## src/rtl/serializador_8b.sv

```systemverilog
// Serializador de 8 bits: carrega um byte e apresenta um bit por aceite (saida_valida/saida_pronta).
// sel aponta o bit corrente e tambem comanda o mux 8:1 externo.
module serializador_8b #(
    parameter int MSB_PRIMEIRO = 0
) (
    input  logic       clock,
    input  logic       reset_n,
    input  logic       inicio,
    input  logic [7:0] dado,
    input  logic       abortar,
    input  logic       saida_pronta,
    output logic [2:0] sel,
    output logic       saida,
    output logic       saida_valida,
    output logic       ocupado,
    output logic       fim
);

    typedef enum logic {OCIOSO, ENVIANDO} estado_t;

    localparam logic [2:0] SEL_PRIMEIRO = (MSB_PRIMEIRO != 0) ? 3'd7 : 3'd0;
    localparam logic [2:0] SEL_ULTIMO   = (MSB_PRIMEIRO != 0) ? 3'd0 : 3'd7;

    estado_t    estado, estado_prox;
    logic [7:0] dado_r, dado_prox;
    logic [2:0] sel_r, sel_prox;
    logic       fim_r, fim_prox;

    always_ff @(posedge clock or negedge reset_n) begin
        if (!reset_n) begin
            estado <= OCIOSO;
            dado_r <= '0;
            sel_r  <= '0;
            fim_r  <= 1'b0;
        end else begin
            estado <= estado_prox;
            dado_r <= dado_prox;
            sel_r  <= sel_prox;
            fim_r  <= fim_prox;
        end
    end

    // abortar vence o aceite do bit na mesma borda; em OCIOSO nao tem efeito
    always_comb begin
        estado_prox = estado;
        dado_prox   = dado_r;
        sel_prox    = sel_r;
        fim_prox    = 1'b0;
        case (estado)
            OCIOSO: begin
                if (inicio) begin
                    dado_prox   = dado;
                    sel_prox    = SEL_PRIMEIRO;
                    estado_prox = ENVIANDO;
                end
            end
            ENVIANDO: begin
                if (abortar) begin
                    estado_prox = OCIOSO;
                end else if (saida_pronta) begin
                    if (sel_r == SEL_ULTIMO) begin
                        estado_prox = OCIOSO;
                        fim_prox    = 1'b1;
                    end else if (MSB_PRIMEIRO != 0) begin
                        sel_prox = sel_r - 3'd1;
                    end else begin
                        sel_prox = sel_r + 3'd1;
                    end
                end
            end
            default: estado_prox = OCIOSO;
        endcase
    end

    always_comb begin
        sel          = sel_r;
        saida_valida = (estado == ENVIANDO);
        ocupado      = (estado == ENVIANDO);
        saida        = (estado == ENVIANDO) ? dado_r[sel_r] : 1'b0;
        fim          = fim_r;
    end

endmodule

```

## config.mk

```make
export PLATFORM = sky130hd
export DESIGN_NAME = serializador_8b
export DESIGN_NICKNAME = d
export VERILOG_FILES = /design/src/rtl/serializador_8b.sv
export SDC_FILE = /design/constraint.sdc
export NUM_CORES = 1
export LEC_CHECK = 0
export ABC_CLOCK_PERIOD_IN_PS = 1800
export CORE_MARGIN = 3
export CORE_UTILIZATION = 39
export CTS_CLUSTER_DIAMETER = 120
export CTS_CLUSTER_SIZE = 14
export DETAILED_ROUTE_END_ITERATION = 8
export GPL_ROUTABILITY_DRIVEN = 0
export PLACE_DENSITY = 0.72
export SYNTH_ARGS = -nofsm -noshare
export SYNTH_HDL_FRONTEND = slang
export SYNTH_SLANG_ARGS = --single-unit
```

## constraint.sdc

```tcl
create_clock -name clock -period 1.8 [get_ports clock]
set_clock_uncertainty 0.2 [all_clocks]
set_input_delay 0.54 -clock clock [delete_from_list [all_inputs] [get_ports clock]]
set_output_delay 0.54 -clock clock [all_outputs]
set_load 0.005 [all_outputs]
```

### After elaboration in Yosys (flattened, before gate mapping)

Cells that the tools add are included.

| storage, ports and cells | value |
|---|---|
| input bits | 13 |
| logic and storage cells | 31 |
| register bits after elaboration | 13 |

| operators by class | value |
|---|---|
| reductions and logical operators | 2 |
| bitwise gates (word level) | 1 |
| order comparisons | 1 |
| equality and inequality tests | 5 |
| multiplexer cells | 17 |
| add/sub/neg operators | 1 |

Operators with widths:

| kind | number |
|---|---|
| $mux 3 | 4 |
| $mux 1 | 10 |
| $ne 2x2->1 const B | 4 |
| $pmux 3 s2 | 1 |
| $lt 3x4->1 const B | 1 |
| $reduce_and 4->1 | 1 |
| $add 3x1->3 const B | 1 |
| $bmux 1 s3 | 1 |
| $eq 3x3->1 const B | 1 |
| $pmux 1 s2 | 1 |
| $reduce_and 2->1 | 1 |
| $not 1->1 | 1 |

### Depth between registers and ports, before layout

| logic depth | value |
|---|---|
| word-level depth | 5 |
| gate-level depth with buffers | 5 |

### Worst setup path after synthesis

No wires, ideal clock.

| timing | value |
|---|---|
| kind | register -> output |
| start point | register sel_r[1], in the netlist sel[1] |
| end point | output saida |
| arrival time | 1110 ps |
| stages on the path, launching flop included | 4 |
| path slack | -50 ps |
| buffers on the path | 0 |
| cell sequence | dfrtp_1 > mux4_1 > nor2_1 > a311oi_1 |

| between the ends | value |
|---|---|
| cells in the longest elaborated chain, start to end | 3 |

RTL lines:

| element | line | RTL |
|---|---|---|
| start: declaration | 26 | `logic [2:0] sel_r, sel_prox;` |
| start signal: assignment | 38 | `sel_r <= sel_prox;` |
| $bmux 1 s3 | 79 | `saida = (estado == ENVIANDO) ? dado_r[sel_r] : 1'b0;` |
| $mux 1 (implied by the code) | 79 |  |
| $mux 1 | 79 |  |
| end: declaration | 13 | `output logic saida,` |

No other way between the ends. The select of a mux whose other input is x is not followed.

### Worst setup path after layout

Ends and elaborated chain as after synthesis.

==> results by group <==
Worst setup path
  – R2R Setup Slk: -90 ps
  – Worst-path fanout max: 2
  – Crit start category: register
  – CP required: 1060 ps
  – R2R cell count: 8
  – Crit-path max cell delay: 520 ps
  – Crit-path cells: mux4_2, nor2_2, a311oi_1, buf_2
  – Slowest CP cell: mux4_2
  – Critical path endpoint category: output pin
  – Crit path arrival time: 1450 ps
  – Crit Path Category: register to output pin

Finish
  – Ratio of cells with drive above 1 in the final layout: 37.5%
  – Fillers: 93
  – Final Non-Filler Cells: 119
  – Fin nets: 120
  – Synth-to-Final Area Change: 66.8%
  – Ant. Diodes: 0

Route
  – Drt via density: 4.80
  – Iteration-0 DRC Markers: 6
  – DR pass1 iterations: 4
  – Drt drc: 0
  – Vias: 571
  – Antenna Nets Post-Route: 0
  – Wire per inst: 13.3 um
  – Drt total wl: 1590 um

Placement
  – Dpl hpwl: 1050 um
  – Setup WS pre-CTS: -483 ps
  – Cell count after placement: 107
  – Port buffer count: 19

Global routing
  – Number of global-route vias before repair: 508
  – Overflow after GRT: 0
  – First-pass GRT wire length: 2340 um
  – Largest net degree at the start of global routing: 14
  – Gr usage total: 16.7%
  – Antenna violations before repair: 0

Clock tree
  – TritonCTS clock tree: yes
  – CTS clock-pin slew for the worst setup and hold paths: 80 ps
  – Clk_lat worst skew: 270 ps
  – TritonCTS buffer count: 3
  – Htree depth: 1
  – Cts hold-fix bufs: 0
  – Clock root buffer master: clkbuf_4
  – Clock Path Buffers: 2
  – CTS Sinks: 13

Power and ir drop
  – PwrDens: 836 nW/um2
  – Switching power: 0.249 mW
  – Flop pwr share: 43.6%
  – Switch share: 29.1%
  – Internal: 0.607 mW
  – Logic pwr share: 35.6%
  – Maximum vdd ir drop: 0.566 mV
  – Lkg Pwr: 0.506 nW
  – Clk network pwr share: 20.8%

Timing
  – Max-slew violations: 0
  – Post-route setup slack: -394 ps
  – Final Hold Vio Count: 0
  – Slew headroom: 83.3%
  – RSZ-0062 raised after global routing: yes
  – Setup Viol. Count Final: 6
  – Min cycle time layout: 2190 ps
  – Peak Freq: 456 MHz
  – Worst-margin pin slew: 250 ps
  – Final Cycle Share: 122%

Floorplan
  – Die ar.: 2090 um2
  – I/O pin cnt: 20
  – Initial core utilization: 44.4%
  – Core area: 1380 um2
  – Die W: 45.7 um
  – Site row count: 13
  – Die height: 45.7 um

Hold path
  – HP Class: register to register
  – Hold depth: 2

Synth
  – Synth Register Bits: 13
  – Top cell type by total area after synthesis: dfrtp_1
  – Top cell type's share of synthesized area: 53.0%
  – Post-Syn Instances: 65
  – Synth top area cells: dfrtp_1, nand2_1, mux4_1
  – Synth cell types: 19
  – Cell area after synthesis: 614 um2
  – Seq/Total Area, Yosys: 53.0%
  – Syn_area_per_cell: 9.45 um2
  – Warnings from Yosys: 0
  – Mapped Nets: 80

Run
  – Number of max-cap violations: 0

Status
  – Status: finished with violations
  – Violated checks: setup timing
-- state kept, by name (all words and copies together) (netlist names) --
signal / count
dado_r: 8
ocupado: 1
sel: 3
fim: 1
-- Yosys cell counts (all sizes together) --
cell type  instances
clkbuf             1
mux4               1
nand2             32
mux2i              1
buf                2
o31ai              1
and4bb             1
o21ai              3
nand3b             1
nor2b              1
mux2               1
ha                 2
nand2b             1
a311oi             1
nor3b              1
nor2               1
inv                1
dfrtp             13
-- worst paths after layout --
check / start / to
max reg2reg: sel[0] / sel[2]
min in group asynchronous: reset_n / fim
max: sel[1] / saida
min: dado_r[4] / dado_r[4]
min reg2reg: dado_r[4] / dado_r[4]
max in group asynchronous: reset_n / dado_r[0]
-- power groups by stage --
stage	combinational (mW)	sequential [mW]	clock (mW)
CTS	0.255	0.373	0.183
global placement	0.225	0.375	0
floorplan	0.0981	0.376	0
detailed placement	0.231	0.378	0
global route	0.333	0.380	0.199
finish	0.305	0.373	0.178
-- layer usage --
| layer | GRT usage (%) | up-vias | routed length, um |
|---|---|---|---|
| met5 | 0 | - | 0 |
| met4 | 10.2 | 0 | 23 |
| met3 | 3.95 | 4 | 121 |
| met2 | 25.9 | 26 | 776 |
| met1 | 20.9 | 252 | 665 |
| li1 | - | 289 | - |
-- stage by stage --
| stage | setup TNS [ps] | hold slack, ps | power, mW | util, % | cell area (um2) |
|---|---|---|---|---|---|
| finish | -821 | 282 | 0.856 | 74.1 | 1020 |
| detailed placement | -483 | 268 | 0.610 | 64.0 | 885 |
| global route | -1260 | 313 | 0.912 | 74.1 | 1020 |
| global placement | -466 | 261 | 0.600 | 64.0 | 885 |
| CTS | -943 | 283 | 0.812 | 69.0 | 953 |
| floorplan | -11.1 | 44.4 | 0.474 | - | 611 |
-- cells in the final DEF, fill, tap and decap left out, types with 2 or more instances in the layout --
| master | netlist | final |
|---|---|---|
| nand2_2 | 0 | 3 |
| o21ai_2 | 0 | 3 |
| ha_4 | 0 | 2 |
| clkbuf_4 | 0 | 3 |
| buf_4 | 1 | 14 |
| dfrtp_1 | 13 | 13 |
| dlygate4sd2_1 | 0 | 2 |
| buf_6 | 0 | 7 |
| nand2_1 | 32 | 29 |
| clkbuf_2 | 1 | 2 |
| clkdlybuf4s50_1 | 0 | 12 |
-- cell type report --
type                       count  area, um2  area share, %
timing repair buffer          38        337           32.8
inverter                       1       3.75          0.366
sequential                    13        325           31.7
tap                           15       18.8           1.83
multi-input combinational     48        314           30.6
clock buffer                   4       26.3           2.56
-- repair_timing --
action                                  4_1_cts  5_1_grt
resized for setup                            24       19
pin swaps                                     1        5
endpoints found under the setup margin        7        8
setup buffers                                 6        4
-- worst max-delay path, delay by kind of cell (launching register included) --
family / cells / cell delay, ps
buf+inv: 1 / 140
mux: 1 / 520
flops: 1 / 370
simple gates: 1 / 100
compound gates: 1 / 50
-- kinds of logic after synthesis --
logic type	share of synthesized area, %
and+or+nand+nor	26.7
buffers and inverters	3.46
adders and majority gates	4.07
muxes	7.74
DFF	53.0
AOI/OAI and AO/OA	5.09
Note: power is estimated with default switching activity, not from simulation.
